<file path="src/rtl/instruction_fetch_unit_if.sv">
// rtl/instruction_fetch_unit_if.sv - instruction handshake between fetch unit and control unit
//
// Purpose: carries the fetched instruction word (valid/ready) toward the control
// unit and the branch redirect (pc_load) back to the fetch unit.
// Signals:
//   ir_opcode/ir_operand1/ir_operand2  fetch -> control  instruction fields
//   ir_valid                           fetch -> control  fields valid
//   ir_ready                           control -> fetch  instruction accepted
//   pc_load/pc_load_addr               control -> fetch  redirect strobe and target
// Modports: master = fetch unit, slave = control unit.
interface instruction_fetch_unit_if #(
  parameter int ADDR_W = 8,
  parameter int DATA_W = 8
);
  logic [DATA_W-1:0] ir_opcode;
  logic [DATA_W-1:0] ir_operand1;
  logic [DATA_W-1:0] ir_operand2;
  logic              ir_valid;
  logic              ir_ready;
  logic              pc_load;
  logic [ADDR_W-1:0] pc_load_addr;

  modport master (
    output ir_opcode, ir_operand1, ir_operand2, ir_valid,
    input  ir_ready, pc_load, pc_load_addr
  );

  modport slave (
    input  ir_opcode, ir_operand1, ir_operand2, ir_valid,
    output ir_ready, pc_load, pc_load_addr
  );
endinterface

</file>
<file path="src/rtl/instruction_fetch_unit.sv">
// rtl/instruction_fetch_unit.sv - program counter owner and 3-byte instruction fetcher
//
// Purpose: reads opcode/operand1/operand2 from program RAM one byte per cycle
// starting at PC and presents them as a valid/ready word; pc_load redirects.
// Optional feature macro: FETCH_HALT_DETECT_EN (accepting opcode 8'hFF halts).
// Ports:
//   clk, rst            clock, synchronous active-high reset
//   en                  fetch enable (0 stops starting new fetches)
//   mem_addr/mem_rd_en  RAM read address and strobe (data returns next cycle)
//   mem_rdata           RAM read data
//   pc_out              registered PC of the instruction being fetched or held
//   halted              halt opcode accepted (tied 0 without the macro)
//   ir_if               instruction handshake and redirect (master side)
module instruction_fetch_unit #(
  parameter int ADDR_W = 8,
  parameter int DATA_W = 8
) (
  input  logic                      clk,
  input  logic                      rst,
  input  logic                      en,
  output logic [ADDR_W-1:0]         mem_addr,
  output logic                      mem_rd_en,
  input  logic [DATA_W-1:0]         mem_rdata,
  output logic [ADDR_W-1:0]         pc_out,
  output logic                      halted,
  instruction_fetch_unit_if.master  ir_if
);

  typedef enum logic [2:0] {
    S_IDLE  = 3'd0,
    S_RD0   = 3'd1,
    S_RD1   = 3'd2,
    S_RD2   = 3'd3,
    S_CAP   = 3'd4,
`ifdef FETCH_HALT_DETECT_EN
    S_VALID = 3'd5,
    S_HALT  = 3'd6
`else
    S_VALID = 3'd5
`endif
  } state_t;

  state_t            state_q, state_d;
  logic [ADDR_W-1:0] pc_q, pc_d;
  logic [DATA_W-1:0] opcode_q, opcode_d;
  logic [DATA_W-1:0] operand1_q, operand1_d;
  logic [DATA_W-1:0] operand2_q, operand2_d;

  always_ff @(posedge clk) begin
    if (rst) begin
      state_q    <= S_IDLE;
      pc_q       <= '0;
      opcode_q   <= '0;
      operand1_q <= '0;
      operand2_q <= '0;
    end else begin
      state_q    <= state_d;
      pc_q       <= pc_d;
      opcode_q   <= opcode_d;
      operand1_q <= operand1_d;
      operand2_q <= operand2_d;
    end
  end

  always_comb begin
    state_d    = state_q;
    pc_d       = pc_q;
    opcode_d   = opcode_q;
    operand1_d = operand1_q;
    operand2_d = operand2_q;
    mem_addr   = '0;
    mem_rd_en  = 1'b0;

    // Each capture takes the byte requested one state earlier; address
    // arithmetic wraps naturally at ADDR_W bits.
    case (state_q)
      S_IDLE: begin
        if (en) state_d = S_RD0;
      end
      S_RD0: begin
        mem_addr  = pc_q;
        mem_rd_en = 1'b1;
        state_d   = S_RD1;
      end
      S_RD1: begin
        mem_addr  = pc_q + ADDR_W'(1);
        mem_rd_en = 1'b1;
        opcode_d  = mem_rdata;
        state_d   = S_RD2;
      end
      S_RD2: begin
        mem_addr   = pc_q + ADDR_W'(2);
        mem_rd_en  = 1'b1;
        operand1_d = mem_rdata;
        state_d    = S_CAP;
      end
      S_CAP: begin
        operand2_d = mem_rdata;
        state_d    = S_VALID;
      end
      S_VALID: begin
        if (ir_if.ir_ready) begin
          pc_d    = pc_q + ADDR_W'(3);
          state_d = en ? S_RD0 : S_IDLE;
`ifdef FETCH_HALT_DETECT_EN
          // A consumed halt opcode parks the sequencer with PC left on it.
          if (opcode_q == DATA_W'(8'hFF)) begin
            pc_d    = pc_q;
            state_d = S_HALT;
          end
`endif
        end
      end
`ifdef FETCH_HALT_DETECT_EN
      S_HALT: begin
        state_d = S_HALT;
      end
`endif
      default: state_d = S_IDLE;
    endcase

    // Redirect overrides everything: the in-flight bytes are dropped (fields
    // keep their old value) and a coincident acceptance does not advance PC.
    if (ir_if.pc_load) begin
      pc_d       = ir_if.pc_load_addr;
      state_d    = en ? S_RD0 : S_IDLE;
      opcode_d   = opcode_q;
      operand1_d = operand1_q;
      operand2_d = operand2_q;
    end
  end

  assign ir_if.ir_opcode   = opcode_q;
  assign ir_if.ir_operand1 = operand1_q;
  assign ir_if.ir_operand2 = operand2_q;
  assign ir_if.ir_valid    = (state_q == S_VALID);
  assign pc_out            = pc_q;

`ifdef FETCH_HALT_DETECT_EN
  assign halted = (state_q == S_HALT);
`else
  assign halted = 1'b0;
`endif

endmodule
</file>
<file path="src/flat_wrapper.sv">
// flat-port wrapper written by rule: the top's interface ports become plain ports
module instruction_fetch_unit_flat 
#(
  parameter int ADDR_W = 8,
  parameter int DATA_W = 8
)
  (clk, rst, en, mem_addr, mem_rd_en, mem_rdata, pc_out, halted, ir_if_ir_opcode, ir_if_ir_operand1, ir_if_ir_operand2, ir_if_ir_valid, ir_if_ir_ready, ir_if_pc_load, ir_if_pc_load_addr);
  instruction_fetch_unit_if #(.ADDR_W(ADDR_W), .DATA_W(DATA_W)) ir_if_i ();
  input  logic clk;
  input  logic rst;
  input  logic en;
  output logic [ADDR_W-1:0] mem_addr;
  output logic mem_rd_en;
  input  logic [DATA_W-1:0] mem_rdata;
  output logic [ADDR_W-1:0] pc_out;
  output logic halted;
  output wire logic [$bits(ir_if_i.ir_opcode)-1:0] ir_if_ir_opcode;
  output wire logic [$bits(ir_if_i.ir_operand1)-1:0] ir_if_ir_operand1;
  output wire logic [$bits(ir_if_i.ir_operand2)-1:0] ir_if_ir_operand2;
  output wire logic [$bits(ir_if_i.ir_valid)-1:0] ir_if_ir_valid;
  input wire logic [$bits(ir_if_i.ir_ready)-1:0] ir_if_ir_ready;
  input wire logic [$bits(ir_if_i.pc_load)-1:0] ir_if_pc_load;
  input wire logic [$bits(ir_if_i.pc_load_addr)-1:0] ir_if_pc_load_addr;
  assign ir_if_ir_opcode = ir_if_i.ir_opcode;
  assign ir_if_ir_operand1 = ir_if_i.ir_operand1;
  assign ir_if_ir_operand2 = ir_if_i.ir_operand2;
  assign ir_if_ir_valid = ir_if_i.ir_valid;
  assign ir_if_i.ir_ready = ir_if_ir_ready;
  assign ir_if_i.pc_load = ir_if_pc_load;
  assign ir_if_i.pc_load_addr = ir_if_pc_load_addr;
  instruction_fetch_unit #(.ADDR_W(ADDR_W), .DATA_W(DATA_W)) u_core (.clk(clk), .rst(rst), .en(en), .mem_addr(mem_addr), .mem_rd_en(mem_rd_en), .mem_rdata(mem_rdata), .pc_out(pc_out), .halted(halted), .ir_if(ir_if_i));
endmodule
</file>
<file path="config.mk">
export PLATFORM = sky130hd
export DESIGN_NAME = instruction_fetch_unit_flat
export DESIGN_NICKNAME = d
export VERILOG_FILES = /design/src/rtl/instruction_fetch_unit_if.sv /design/src/rtl/instruction_fetch_unit.sv /design/src/flat_wrapper.sv
export SDC_FILE = /design/constraint.sdc
export NUM_CORES = 1
export LEC_CHECK = 0
export CAP_MARGIN = 10
export CORE_AREA = 3 3 90 92
export CTS_CLUSTER_DIAMETER = 60
export CTS_CLUSTER_SIZE = 14
export DETAILED_ROUTE_END_ITERATION = 12
export DIE_AREA = 0 0 93 95
export PLACE_DENSITY = 0.61
export SLEW_MARGIN = 0
export SYNTH_ARGS = -nofsm -noshare
export SYNTH_HDL_FRONTEND = slang
export SYNTH_SLANG_ARGS = --single-unit
</file>
<file path="constraint.sdc">
create_clock -name clk -period 2.1 [get_ports clk]
set_input_delay 0.42 -clock clk [delete_from_list [all_inputs] [get_ports clk]]
set_output_delay 0.42 -clock clk [all_outputs]
set_load 0.01 [all_outputs]
</file>
==> results.toml, run 1 <==
[outcome]
status = "finished clean"

[worst_setup_path]
crit_required_ps = 1680
worst_setup_path_end_kind = "primary output"
timing.rr.end = "u_core.pc_out[4]"
r2r_slack_ps = 370
critPathKind = "reg2out"
arrival_ps = 1630
cpPeakStageDelay_ps = 350
path_cells = "buf_4 > nand4_1 > xnor2_1 > a22oi_1 > nor2_1 > dlygate4sd2_1"
start_kind = "flip-flop"
rr_startpoint = "u_core.state_q[1]"
cp_slowest_cell = "dfxtp_1"
critPathMaxFanout = 12
reg2reg_depth = 7

[yosys]
syn_area_um2 = 1830
yosysSeqAreaShare_pct = 38.3
synth_top_cell_by_area = "dfxtp_1"
syn_avg_cell_area_um2 = 7.53
synth_fp_nets = 269
synth_cells = 243
ys_top_cells_by_area = "dfxtp_1 (38%), nand2_1 (14%), a21oi_1 (9.0%)"
synth_seq_cells = 35
yosys_warnings = 0
synth_cell_types = 40
yosys.area.top_type_share_pct = 38.3

[drt]
drt_first_pass_iters = 4
drt-total-wl_um = 5820
vias = 1947
drcViolationCount = 0
via_per_inst = 4.57
wl_per_cell_um = 13.7
ant_nets = 0
drtIter0Drc = 63

[hold_path]
min_path_type = "reg2reg"
holdPathEnd = "u_core.ir_if.ir_opcode[1]"
hp-start = "u_core.ir_if.ir_opcode[1]"
hold_depth = 2

[sta]
period_share_pct = 97.5
finalMaxSlewViolations = 0
layout_min_cycle_time_ps = 2050
clock_skew_ps = 6.18
hold_viol = 0
rsz0062_at_grt = "true"
setup_violations = 0
slew-limit-headroom_pct = 63.7
max_freq_mhz = 489
tightestPinTransition_ps = 541

[final_layout]
layout.nets = 352
postLayoutCellArea_um2 = 2870
final_common_cell = "nand2_1"
final_util_pct = 39.3
areaGrowthSynthToFinish_pct = 56.8
insertedDiodeCount = 0
drive_above_1_share_pct = 18.3
final_cell_mix = "nand2_1 (66), clkdlybuf4s50_1 (53), a21oi_1 (33), buf_4 (30), dfxtp_1 (29)"

[cts]
cts_buffers = 5
clock_latency_ps = 280
cts_hold_buf = 0
root_buffer = "clkbuf_8"
cts.clk_slew.worst_paths_ps = 70
clk_path_buf_depth = 2
tritoncts = "yes"
clock-sinks = 35
cts-htree-levels = 2

[die]
start_util_pct = 25.1
rows = 31
coreArea_um2 = 7290
die_h_um = 95
die_area_um2 = 8840
fp.dieW_um = 93
ios = 64

[placement]
dp_hpwl_um = 4370
io_buffer_count = 62
gp_congestion = 0.822
postPlaceCellArea_um2 = 2710

[pwr]
powerDensity_nw_per_um2 = 504
ir_drop_mv = 0.214
power_mw = 1.45
leakagePower_nw = 1.04

[grt]
grt_pass1_vias = 1808
grt_max_degree = 20
antenna_found_initial = 0
gr-total-overflow = 0
grt_usage_pct = 12.9
grt_pass1_wl_um = 9060

[job]
drv_cap = 0
cells by family (layout without fill, tap and decap cells):
kind of cell             count (synthesis)  after routing  synth area share, %
flip-flops                              35             35                 38.3
AND/OR/NAND/NOR                        111            111                 28.2
AO/OA/AOI/OAI                           57             57                 18.3
XOR/XNOR                                12             12                 5.75
buffers and inverters                   22            106                 5.88
other                                    1              1                0.205
adder cells (fa/ha/maj)                  5              5                 3.42
per-stage QoR:
step                      worst slack (ps)  cells  hold WS, ps  setup TNS [ps]
after floorplan                        158    243          481               0
after global placement               -91.4    417          441            -205
after detailed placement              -121    417          449            -380
after CTS                             7.46    426          459               0
after global routing                 -22.8    426          480           -39.2
final                                 53.1    426          455               0
registers in the layout, indices dropped and copies added, names as in the netlist:
name	flops
u_core.pc_out	8
u_core.state_q	3
u_core.ir_if.ir_operand2	8
u_core.ir_if.ir_opcode	8
u_core.ir_if.ir_operand1	8
layout make-up:
cell class                 count  area [um2]
inverter                       4        15.0
tap                           99         124
timing repair buffer          94         851
fill                         773        4420
multi-input combinational    186        1080
sequential                    35         716
clock buffer                   6        72.6
clock inverter                 2        12.5
synthesized netlist by cell type:
library cell and number:
a211oi_1 2, a21oi_1 33, a22oi_1 2, a311oi_1 2
a31oi_1 2, and2_1 1, and3b_1 1, buf_2 5
buf_4 5, clkbuf_1 8, clkinv_1 1, conb_1 1
dfxtp_1 35, ha_1 5, inv_1 3, nand2_1 66
nand2b_1 2, nand3_1 2, nand3b_1 1, nand4_1 2
nand4_2 1, nand4b_1 2, nor2_1 16, nor2b_1 3
nor3_1 5, nor3_2 3, nor4_1 1, o2111ai_1 1
o211a_1 2, o211ai_1 3, o21a_1 1, o21ai_0 7
o22ai_1 1, o41ai_1 1, or2_2 1, or3_1 2
or4b_1 1, or4bb_1 1, xnor2_1 8, xor2_1 4
what timing repair did:
item                       CTS  global route
setup endpoints to repair   10             7
pin swaps                    3             5
buffers inserted             1             0
resized for setup           25            13
critical path, delay by kind of cell (launching register included):
family          cells  cell delay, ps
compound gates      1              90
xor+xnor            1             210
buf+inv             2             460
flops               1             350
simple gates        2             240
power by group:
group          total, mW  switching (mW)  internal, mW
clock network      0.472           0.240         0.232
logic              0.277           0.131         0.146
registers          0.697          0.0176         0.680
total               1.45           0.389          1.06
per-layer routing:
| metal | up-vias | global-route usage [%] | share of wire (%) |
|---|---|---|---|
| met5 | - | 0 | 0 |
| met4 | 0 | 5.01 | 1.9 |
| met3 | 11 | 1.91 | 3.3 |
| met2 | 44 | 21.2 | 49 |
| met1 | 903 | 17.0 | 46 |
| li1 | 989 | - | - |
worst max-delay path by stage:
stage / slack (ps) / endpoint / start
6_report: 50 / mem_addr[4] / u_core.pc_out[3]
5_1_grt: -20 / mem_addr[6] / u_core.pc_out[1]
4_1_cts: 7 / mem_addr[1] / u_core.pc_out[0]
3_5_place_dp: -120 / mem_addr[6] / u_core.pc_out[1]
3_3_place_gp: -90 / mem_addr[7] / u_core.pc_out[1]
2_1_floorplan: 160 / mem_addr[6] / u_core.pc_out[2]
Power figures use the tool's default switching activity.
==> run 2, diff against run 1 <==
- GPL_ROUTABILITY_DRIVEN: unset -> 0
==> results of run 2 <==
Final layout, timing and power as in run 1 (identical DEF).
